### config.mk
export PLATFORM = sky130hd
export DESIGN_NAME = keypad_entry
export DESIGN_NICKNAME = d
export VERILOG_FILES = /design/src/rtl/keypad_entry.sv
export SDC_FILE = /design/constraint.sdc
export NUM_CORES = 1
export LEC_CHECK = 0
export CAP_MARGIN = 5
export CORE_MARGIN = 3
export CORE_UTILIZATION = 47
export DETAILED_ROUTE_END_ITERATION = 7
export PLACE_DENSITY_LB_ADDON = 0.15
export SLEW_MARGIN = 20
export SYNTH_ARGS = -nofsm -noshare
export SYNTH_HDL_FRONTEND = slang
export SYNTH_SLANG_ARGS = --single-unit
export TNS_END_PERCENT = 30
### constraint.sdc
create_clock -name clk -period 5.2 [get_ports clk]
set_clock_uncertainty 0.1 [all_clocks]
set_input_delay 1.04 -clock clk [delete_from_list [all_inputs] [get_ports clk]]
set_output_delay 1.04 -clock clk [all_outputs]
set_load 0.03 [all_outputs]
### src/rtl/keypad_entry.sv
// 4x4 matrix keypad scanner with debounce and hex/decimal digit entry into a 32-bit value.
// Optional auto-repeat while a key is held is enabled by defining KEYPAD_AUTOREPEAT_EN.
module keypad_entry #(
    parameter int SCAN_DIV = 150000,
    parameter int DEBOUNCE = 4
`ifdef KEYPAD_AUTOREPEAT_EN
    ,
    parameter int REPEAT_DELAY = 64,
    parameter int REPEAT_RATE  = 16
`endif
) (
    input  logic        clk,
    input  logic        rst,
    input  logic        mod,
    input  logic        clr,
    input  logic [3:0]  row,
    output logic [3:0]  col,
    output logic [31:0] data,
    output logic [3:0]  key_code,
    output logic        key_valid,
    output logic        ovf
);
    localparam int DW = (SCAN_DIV > 1) ? $clog2(SCAN_DIV) : 1;
    localparam int CW = $clog2(DEBOUNCE + 1);
    localparam logic [DW-1:0] DIV_LAST = DW'(SCAN_DIV - 1);
    localparam logic [CW-1:0] DEB_MAX  = CW'(DEBOUNCE);

    localparam logic [0:0] IDLE    = 1'b0;
    localparam logic [0:0] PRESSED = 1'b1;

    logic [3:0]    row_m, row_s;
    logic [DW-1:0] div;
    logic [1:0]    col_idx;
    logic          scan_hit;
    logic [3:0]    scan_code;
    logic          prev_hit;
    logic [3:0]    prev_code;
    logic [CW-1:0] deb_cnt;
    logic [0:0]    state;
    logic [3:0]    count;

    logic       samp_hit, last, frame_tick, frame_hit, same, stable, press_now;
    logic [1:0] samp_row;
    logic [3:0] cand_code, frame_code, in_code;

    always_comb begin
        samp_row = '0;
        for (int unsigned i = 0; i < 4; i++)
            if (!row_s[3-i]) samp_row = 2'(3 - i);
    end

    // Codes are row-major, so the running frame minimum is the lowest pressed code overall.
    assign samp_hit   = ~&row_s;
    assign cand_code  = {samp_row, col_idx};
    assign frame_hit  = scan_hit | samp_hit;
    assign frame_code = !frame_hit ? '0 :
                        (scan_hit && (!samp_hit || scan_code < cand_code)) ? scan_code : cand_code;
    assign last       = (div == DIV_LAST);
    assign frame_tick = last && (col_idx == 2'd3);
    assign same       = (frame_hit == prev_hit) && (frame_code == prev_code);
    assign stable     = (deb_cnt == DEB_MAX);
    assign press_now  = (state == IDLE) && stable && prev_hit;

    always_ff @(posedge clk or posedge rst) begin
        if (rst) begin
            row_m     <= '1;
            row_s     <= '1;
            div       <= '0;
            col_idx   <= '0;
            col       <= 4'b1110;
            scan_hit  <= 1'b0;
            scan_code <= '0;
            prev_hit  <= 1'b0;
            prev_code <= '0;
            deb_cnt   <= '0;
        end else begin
            row_m <= row;
            row_s <= row_m;
            if (last) begin
                div     <= '0;
                col_idx <= col_idx + 2'd1;
                col     <= ~(4'b0001 << (col_idx + 2'd1));
                if (frame_tick) begin
                    scan_hit  <= 1'b0;
                    scan_code <= '0;
                    prev_hit  <= frame_hit;
                    prev_code <= frame_code;
                    if (!same)
                        deb_cnt <= CW'(1);
                    else if (deb_cnt != DEB_MAX)
                        deb_cnt <= deb_cnt + CW'(1);
                end else begin
                    scan_hit  <= frame_hit;
                    scan_code <= frame_code;
                end
            end else begin
                div <= div + DW'(1);
            end
        end
    end

    always_ff @(posedge clk or posedge rst) begin
        if (rst) begin
            state    <= IDLE;
            key_code <= '0;
        end else begin
            if (press_now) begin
                state    <= PRESSED;
                key_code <= prev_code;
            end else if (state == PRESSED && stable && !prev_hit) begin
                state <= IDLE;
            end
        end
    end

`ifdef KEYPAD_AUTOREPEAT_EN
    localparam int RW = $clog2(((REPEAT_DELAY > REPEAT_RATE) ? REPEAT_DELAY : REPEAT_RATE) + 1);
    logic [RW-1:0] rep_cnt;
    logic          rep_armed, rep_fire;

    // Counter held at zero outside PRESSED, so it starts fresh on every new press.
    always_ff @(posedge clk or posedge rst) begin
        if (rst) begin
            rep_cnt   <= '0;
            rep_armed <= 1'b0;
            rep_fire  <= 1'b0;
        end else if (state != PRESSED) begin
            rep_cnt   <= '0;
            rep_armed <= 1'b0;
            rep_fire  <= 1'b0;
        end else begin
            rep_fire <= 1'b0;
            if (frame_tick) begin
                if (!rep_armed && rep_cnt == RW'(REPEAT_DELAY - 1)) begin
                    rep_fire  <= 1'b1;
                    rep_armed <= 1'b1;
                    rep_cnt   <= '0;
                end else if (rep_armed && rep_cnt == RW'(REPEAT_RATE - 1)) begin
                    rep_fire <= 1'b1;
                    rep_cnt  <= '0;
                end else begin
                    rep_cnt <= rep_cnt + RW'(1);
                end
            end
        end
    end

    assign key_valid = press_now | (rep_fire && state == PRESSED && stable && prev_hit);
`else
    assign key_valid = press_now;
`endif

    assign in_code = press_now ? prev_code : key_code;

    always_ff @(posedge clk or posedge rst) begin
        if (rst) begin
            data  <= '0;
            count <= '0;
            ovf   <= 1'b0;
        end else if (clr) begin
            data  <= '0;
            count <= '0;
            ovf   <= 1'b0;
        end else if (key_valid && (mod || in_code <= 4'd9)) begin
            if (count == 4'd8) begin
                ovf <= 1'b1;
            end else begin
                count <= count + 4'd1;
                if (mod)
                    data <= {data[27:0], in_code};
                else
                    data <= {data[28:0], 3'b000} + {data[30:0], 1'b0} + {28'b0, in_code};
            end
        end
    end
endmodule
* Word level (Yosys, flattened, before mapping)
Cells that the tools add are included.
** Cells by class
- $add $sub $neg :: 6
- Multipliers :: 0
- Divide/modulo/power cells :: 0
- Magnitude comparators :: 2
- Equality and inequality tests :: 9
- Shift operators :: 1
- Multiplexer cells :: 24
- Bitwise operators :: 3
- Reductions and logical operators :: 20
** Operator list (count)
- $mux W32 :: 4
- $add A32 B32 Y32 :: 1
- $add A32 B4 Y32 :: 1
- $mux W4 :: 7
- $add A18 B1 Y18 const B :: 1
- $eq A18 B18 Y1 const B :: 1
- $mux W18 :: 1
- $logic_and A1 B1 Y1 :: 8
- $mux W2 :: 4
- $mux W1 :: 6
- $mux W3 :: 2
- $reduce_and A2 Y1 :: 3
- $reduce_bool A2 Y1 :: 3
- $add A4 B1 Y4 const B :: 1
- $eq A4 B4 Y1 :: 1
- $eq A4 B4 Y1 const B :: 1
- $le A4 B4 Y1 const B :: 1
- $lt A4 B4 Y1 :: 1
- $not A4 Y4 :: 1
- $reduce_and A4 Y1 :: 1
- $shl A1 B2 Y4 const A :: 1
- $add A3 B1 Y3 const B :: 1
- $eq A3 B3 Y1 const B :: 1
- $ne A3 B3 Y1 const B :: 1
- 10 further kinds :: 12
** Storage, ports and cells
- Bits in registers :: 87
- Bits in latches :: 0
- RAM bits :: 0
- Bits in read-only memories :: 0
- Output and inout port bits :: 42
- Logic and storage cells :: 80
- Memories kept :: 0

* Depth between registers and ports, before layout
- Depth in word-level cells :: 13
- Gate-level depth with buffers :: 18
- Gate-level depth less buffers :: 18

* Worst setup path before layout
No wires, ideal clock.
- Kind :: reg-to-reg
- Start point :: reg deb_cnt[0]
- End point :: reg data[28]
- Setup time :: 0.099 ns
- Arrival :: 3.732 ns
- Path slack :: 1.269 ns
- Cell stages (with the launch flop) :: 19
- Path buffers :: 0
- Clock period less this slack :: 3.931 ns
- Cell sequence :: dfrtp_1 > inv_1 > ha_1 > nand4b_1 > inv_1 > nand2_1 > nand2_1 > ha_1 > ha_1 > inv_1 > fa_1 > nor2b_1 > o31ai_1 > a2111oi_2 > and4bb_2 > o31ai_4 > a2111o_1 > o31ai_1 > a311oi_1
** Between the ends
- Cells in the longest elaborated chain, start to end :: 9
- Elaborated cells on any way between the ends :: 14
- Classes of those cells :: add/sub: 1; order compare: 1; eq/ne: 1; mux: 5; reduce/logical: 6
** Ends and longest elaborated chain
- start, declared :: RTL line 38 : logic [CW-1:0] deb_cnt;
- start signal, assigned :: RTL line 91 : deb_cnt <= deb_cnt + CW'(1);
- $eq A3 B3 Y1 (*) :: RTL line 61 : assign stable = (deb_cnt == DEB_MAX);
- $logic_and A1 B1 Y1 (*) (2 in a row) :: RTL line 62 : assign press_now = (state == IDLE) && stable && prev_hit;
- named net key_valid :: RTL line 20 : output logic key_valid,
- $mux W4 (*)
- named net in_code[2] :: RTL line 44 : logic [3:0] cand_code, frame_code, in_code;
- $add A32 B4 Y32 or $le A4 B4 Y1 (tied branches) :: RTL line 172, 164
- $mux W32 or $logic_or A1 B1 Y1 (tied branches) :: RTL line 169, 164
- $mux W32 or $logic_and A1 B1 Y1 (tied branches) :: RTL line 165, 164
- $mux W32 or $reduce_bool A2 Y1 (tied branches)
- $mux W32 or $reduce_and A2 Y1 (tied branches)
- end signal, assigned :: RTL line 170 : data <= {data[27:0], in_code};
- end signal, assigned :: RTL line 172 : data <= {data[28:0], 3'b000} + {data[30:0], 1'b0} + {28'b0, in_code};
- end, declared :: RTL line 18 : output logic [31:0] data,
The timed path passes the listed nets; every way through them passes the cells marked *. The select of a mux whose other input is x is not followed.
A chain may end at the register's enable or synchronous reset.

* Worst setup path in the final report
- Start point :: reg deb_cnt[0]
- End point :: reg data[28]
** Between the ends
- Cells in the longest elaborated chain, start to end :: 9
- Elaborated cells on any way between the ends :: 14
- Classes of those cells :: add/sub: 1; order compare: 1; eq/ne: 1; mux: 5; reduce/logical: 6
** Ends and longest elaborated chain (RTL line)
- $eq A3 B3 Y1 (*) :: 61
- $logic_and A1 B1 Y1 (*) (2 in a row) :: 62
- $mux W4 (*)
- named net in_code[3] :: 44
- $add A32 B4 Y32 or $le A4 B4 Y1 (tied branches) :: 172, 164
- $mux W32 or $logic_or A1 B1 Y1 (tied branches) :: 169, 164
- $mux W32 or $logic_and A1 B1 Y1 (tied branches) :: 165, 164
- $mux W32 or $reduce_bool A2 Y1 (tied branches)
- $mux W32 or $reduce_and A2 Y1 (tied branches)
Marks and branches as above.

==> impl_metrics.yaml <==
logic_synthesis:
  synth-edff-count: 0
  seq_area_frac_synth_pct: 35.7
  synth_top_area_share_pct: 31.0
  yosysUniqueCellTypes: 65
  postSynthAreaPerCell_sq_um: 8.90
  synth_area_leader_cell: "dfrtp_1"
  syn_area_sq_mm: 0.00613
  synth_fp_nets: 769
  yosysWarnings: 0
  yosys_register_bits: 87
  synth_area_leaders: "dfrtp_1 (31%), ha_1 (14%), nand2_1 (5.3%), dfstp_2 (4.7%), a21oi_1 (4.3%)"
  netlist_instances: 689
  async_flop_share_pct: 100
  synth_ff_type: "dfrtp_1"
power:
  p_int_w: 0.00102
  finalPower_w: 0.00133
  sw_frac_of_total_pct: 23.4
  p_sw_w: 0.000311
  p_comb_share_pct: 3.5
  p_leak_nw: 3.24
  power_density_mw_per_mm2: 188
  pwr-share-clk_pct: 45.1
  pwr-share-seq_pct: 51.4
  peakVddDrop_v: 0.000223
setup_path:
  slowest_delay_ps: 530
  endpoint_kind: "register"
  required_ps: 5350
  cp_slowest_cell: "o21ai_0"
  critical_path_class: "register to register"
  crit_fanout: 8
  critical-path-top-cell-by-count: "o31ai_1"
  start_kind: "register"
  path_cells: "inv_1 > ha_1 > nand4b_1 > o21ai_0 > xnor2_1 > fa_1 > nor2b_1 > o31ai_1 > a2111oi_2 > and4bb_2 > o31ai_4 > a2111o_1 > o31ai_1 > a311oi_1"
  critPathArrivalTime_ps: 4390
clock_tree:
  clk_pin_slew_ps: 70
  cts_made_buffers: 9
  cts.sinks: 87
  holdBufCountCts: 0
  cts_setup_buffers: 0
  cts_root_buffer: "clkbuf_16"
  cts_tree: "built"
  cts_resized: 0
  clock_path_buffers: 2
  htreeDepth: 3
  clock_latency_ps: 340
timing:
  hold_violations: 0
  tightest_slew_ps: 879
  period_share_pct: 81.6
  rsz0062_at_grt: "no"
  max_freq_mhz: 236
  worst_slack_ps: 955
  maxSlewHeadroom_pct: 41.4
  slew_viol_final: 0
  setup_viol: 0
  fin_setup_tns_ps: 0
  fin_crit_ps: 4240
worst_hold_path:
  hold_class: "register to register"
final_layout:
  area_growth_pct: 15.1
  fin_util_pct: 55.7
  layout.nets: 809
  multiInputGateArea_sq_mm: 0.00373
  n_fill_cell: 1183
  fin_cells: 906
  antennaDiodeCount: 0
  regArea_sq_mm: 0.00219
  drive_gt1_share_pct: 6.40
flow_run:
  cap_violations: 0
placement:
  port_buffers: 49
  detailed_place_hpwl_um: 10400
  routabilityCongestion: 0.922
  pre_cts_slack_ps: 960
  dp.cells: 890
routing:
  drc_errors: 0
  vias: 5220
  wl_per_cell_um: 15.6
  drtIter0Drc: 282
  wl_um: 14200
  viasPerCell: 5.76
  dr.pass1.iters: 5
  ant_nets: 0
global_route:
  overflow: 0
  grt_max_degree: 51
  grt_use_total_pct: 20.6
  grt_pass1_vias: 5112
  grt_first_pass_wirelength_um: 24400
  antenna_found_initial: 0
floorplanning:
  die-area_sq_mm: 0.0145
  fp.dieH_um: 120
  coreArea_sq_mm: 0.0127
  io_pins: 50
  rows: 41
  die_x_um: 120
  start_util_pct: 48.4
outcome:
  status: "completed"
[synthesized netlist by cell type, types with 2 or more instances]
cell and n:
a2111o_1 3, a211oi_1 6, a21o_1 11, a21oi_1 53
a311o_1 2, a311oi_1 7, a31o_2 2, a31oi_1 8
and2_1 7, and3_1 8, and4_1 2, buf_1 2
buf_2 2, clkbuf_1 21, dfrtp_1 76, dfstp_2 11
ha_1 71, inv_1 28, mux2_2 3, mux2i_1 6
nand2_1 87, nand2b_1 4, nand3_1 25, nand4_1 8
nor2_1 62, nor2b_1 5, nor3_1 9, nor3b_1 2
nor4_1 2, nor4b_1 4, o211a_1 9, o211ai_1 8
o21a_1 6, o21ai_0 43, o21ai_1 3, o21bai_1 2
o221a_2 2, o31ai_1 3, or3_1 7, or4_1 2
xnor2_1 25, xor2_1 19
[final timing paths]
check,start,endpoint,slack [ps],cells after the start
setup / recovery,deb_cnt[0],data[28],960,14
setup reg to reg,deb_cnt[0],data[28],960,14
min in group asynchronous,rst,col_idx[0],1080,2
hold / removal,row_m[0],row_s[0],260,0
max in group asynchronous,rst,col[3],2910,3
hold reg to reg,row_m[0],row_s[0],260,0
[metrics by stage]
step                hold WS, ps  area (sq um)
floorplan                   245          6130
detailed placement          248          6780
global route                259          7060
CTS                         257          7060
finish                      256          7060
global placement            246          6780
[power groups by stage]
stage | sequential [W] | clock (W) | combinational (W)
after floorplan | 0.000696 | 0 | 0.0000290
after global placement | 0.000696 | 0 | 0.0000469
after detailed placement | 0.000696 | 0 | 0.0000471
after CTS | 0.000684 | 0.000623 | 0.0000473
after global routing | 0.000684 | 0.000649 | 0.0000520
final | 0.000684 | 0.000600 | 0.0000460
[flip-flops by register name, indices dropped and copies added (netlist names)]
name / count
data: 32
div: 18
col: 4
count: 4
key_code: 4
prev_code: 4
row_m: 4
row_s: 4
scan_code: 4
deb_cnt: 3
col_idx: 2
ovf: 1
prev_hit: 1
scan_hit: 1
state: 1
[cell families after synthesis]
logic type	Yosys count	synth area share [%]
flops	87	35.7
compound gates	183	20.0
buf+inv	55	3.53
fa+ha+maj	72	14.8
xor+xnor	44	6.29
simple gates	239	18.1
mux	9	1.53
[layer usage]
metal	GRT usage, %	share of wire [%]	vias up
met2	35.9	50	103
met4	6.02	1.8	0
met1	26.0	45	2528
li1	-	-	2566
met3	4.30	3.6	23
met5	0	0	-
[critical path, delay by kind of cell (launching register included)]
kind            cells  cell delay, ps
compound gates      7            1890
simple gates        3             820
fa+ha+maj           2             670
flops               1             380
xor+xnor            1             190
buf+inv             1             100
[area by class of cell]
cell class                 instances  area share, %
multi-input combinational        547           52.9
sequential                        87           31.1
timing repair buffer              55           7.59
clock buffer                      10           3.25
tap                              172           3.05
inverter                          29           1.56
clock inverter                     6          0.603
[cell usage in the layout, fill, tap and decap left out, types with 3 or more instances in the layout]
cell,count
a2111o_1,3
a211oi_1,6
a21o_1,11
a21oi_1,53
a311oi_1,7
a31oi_1,8
and2_1,7
and3_1,8
buf_4,6
clkbuf_16,9
clkdlybuf4s50_1,49
clkinv_2,3
dfrtp_1,76
dfstp_2,11
ha_1,71
inv_1,27
mux2_2,3
mux2i_1,6
nand2_1,87
nand2b_1,4
nand3_1,25
nand4_1,8
nor2_1,62
nor2b_1,5
nor3_1,8
nor4b_1,4
o211a_1,9
o211ai_1,8
o21a_1,6
o21ai_0,43
o31ai_1,3
or3_1,7
xnor2_1,25
xor2_1,19
Note: power is estimated with default switching activity, not from simulation.
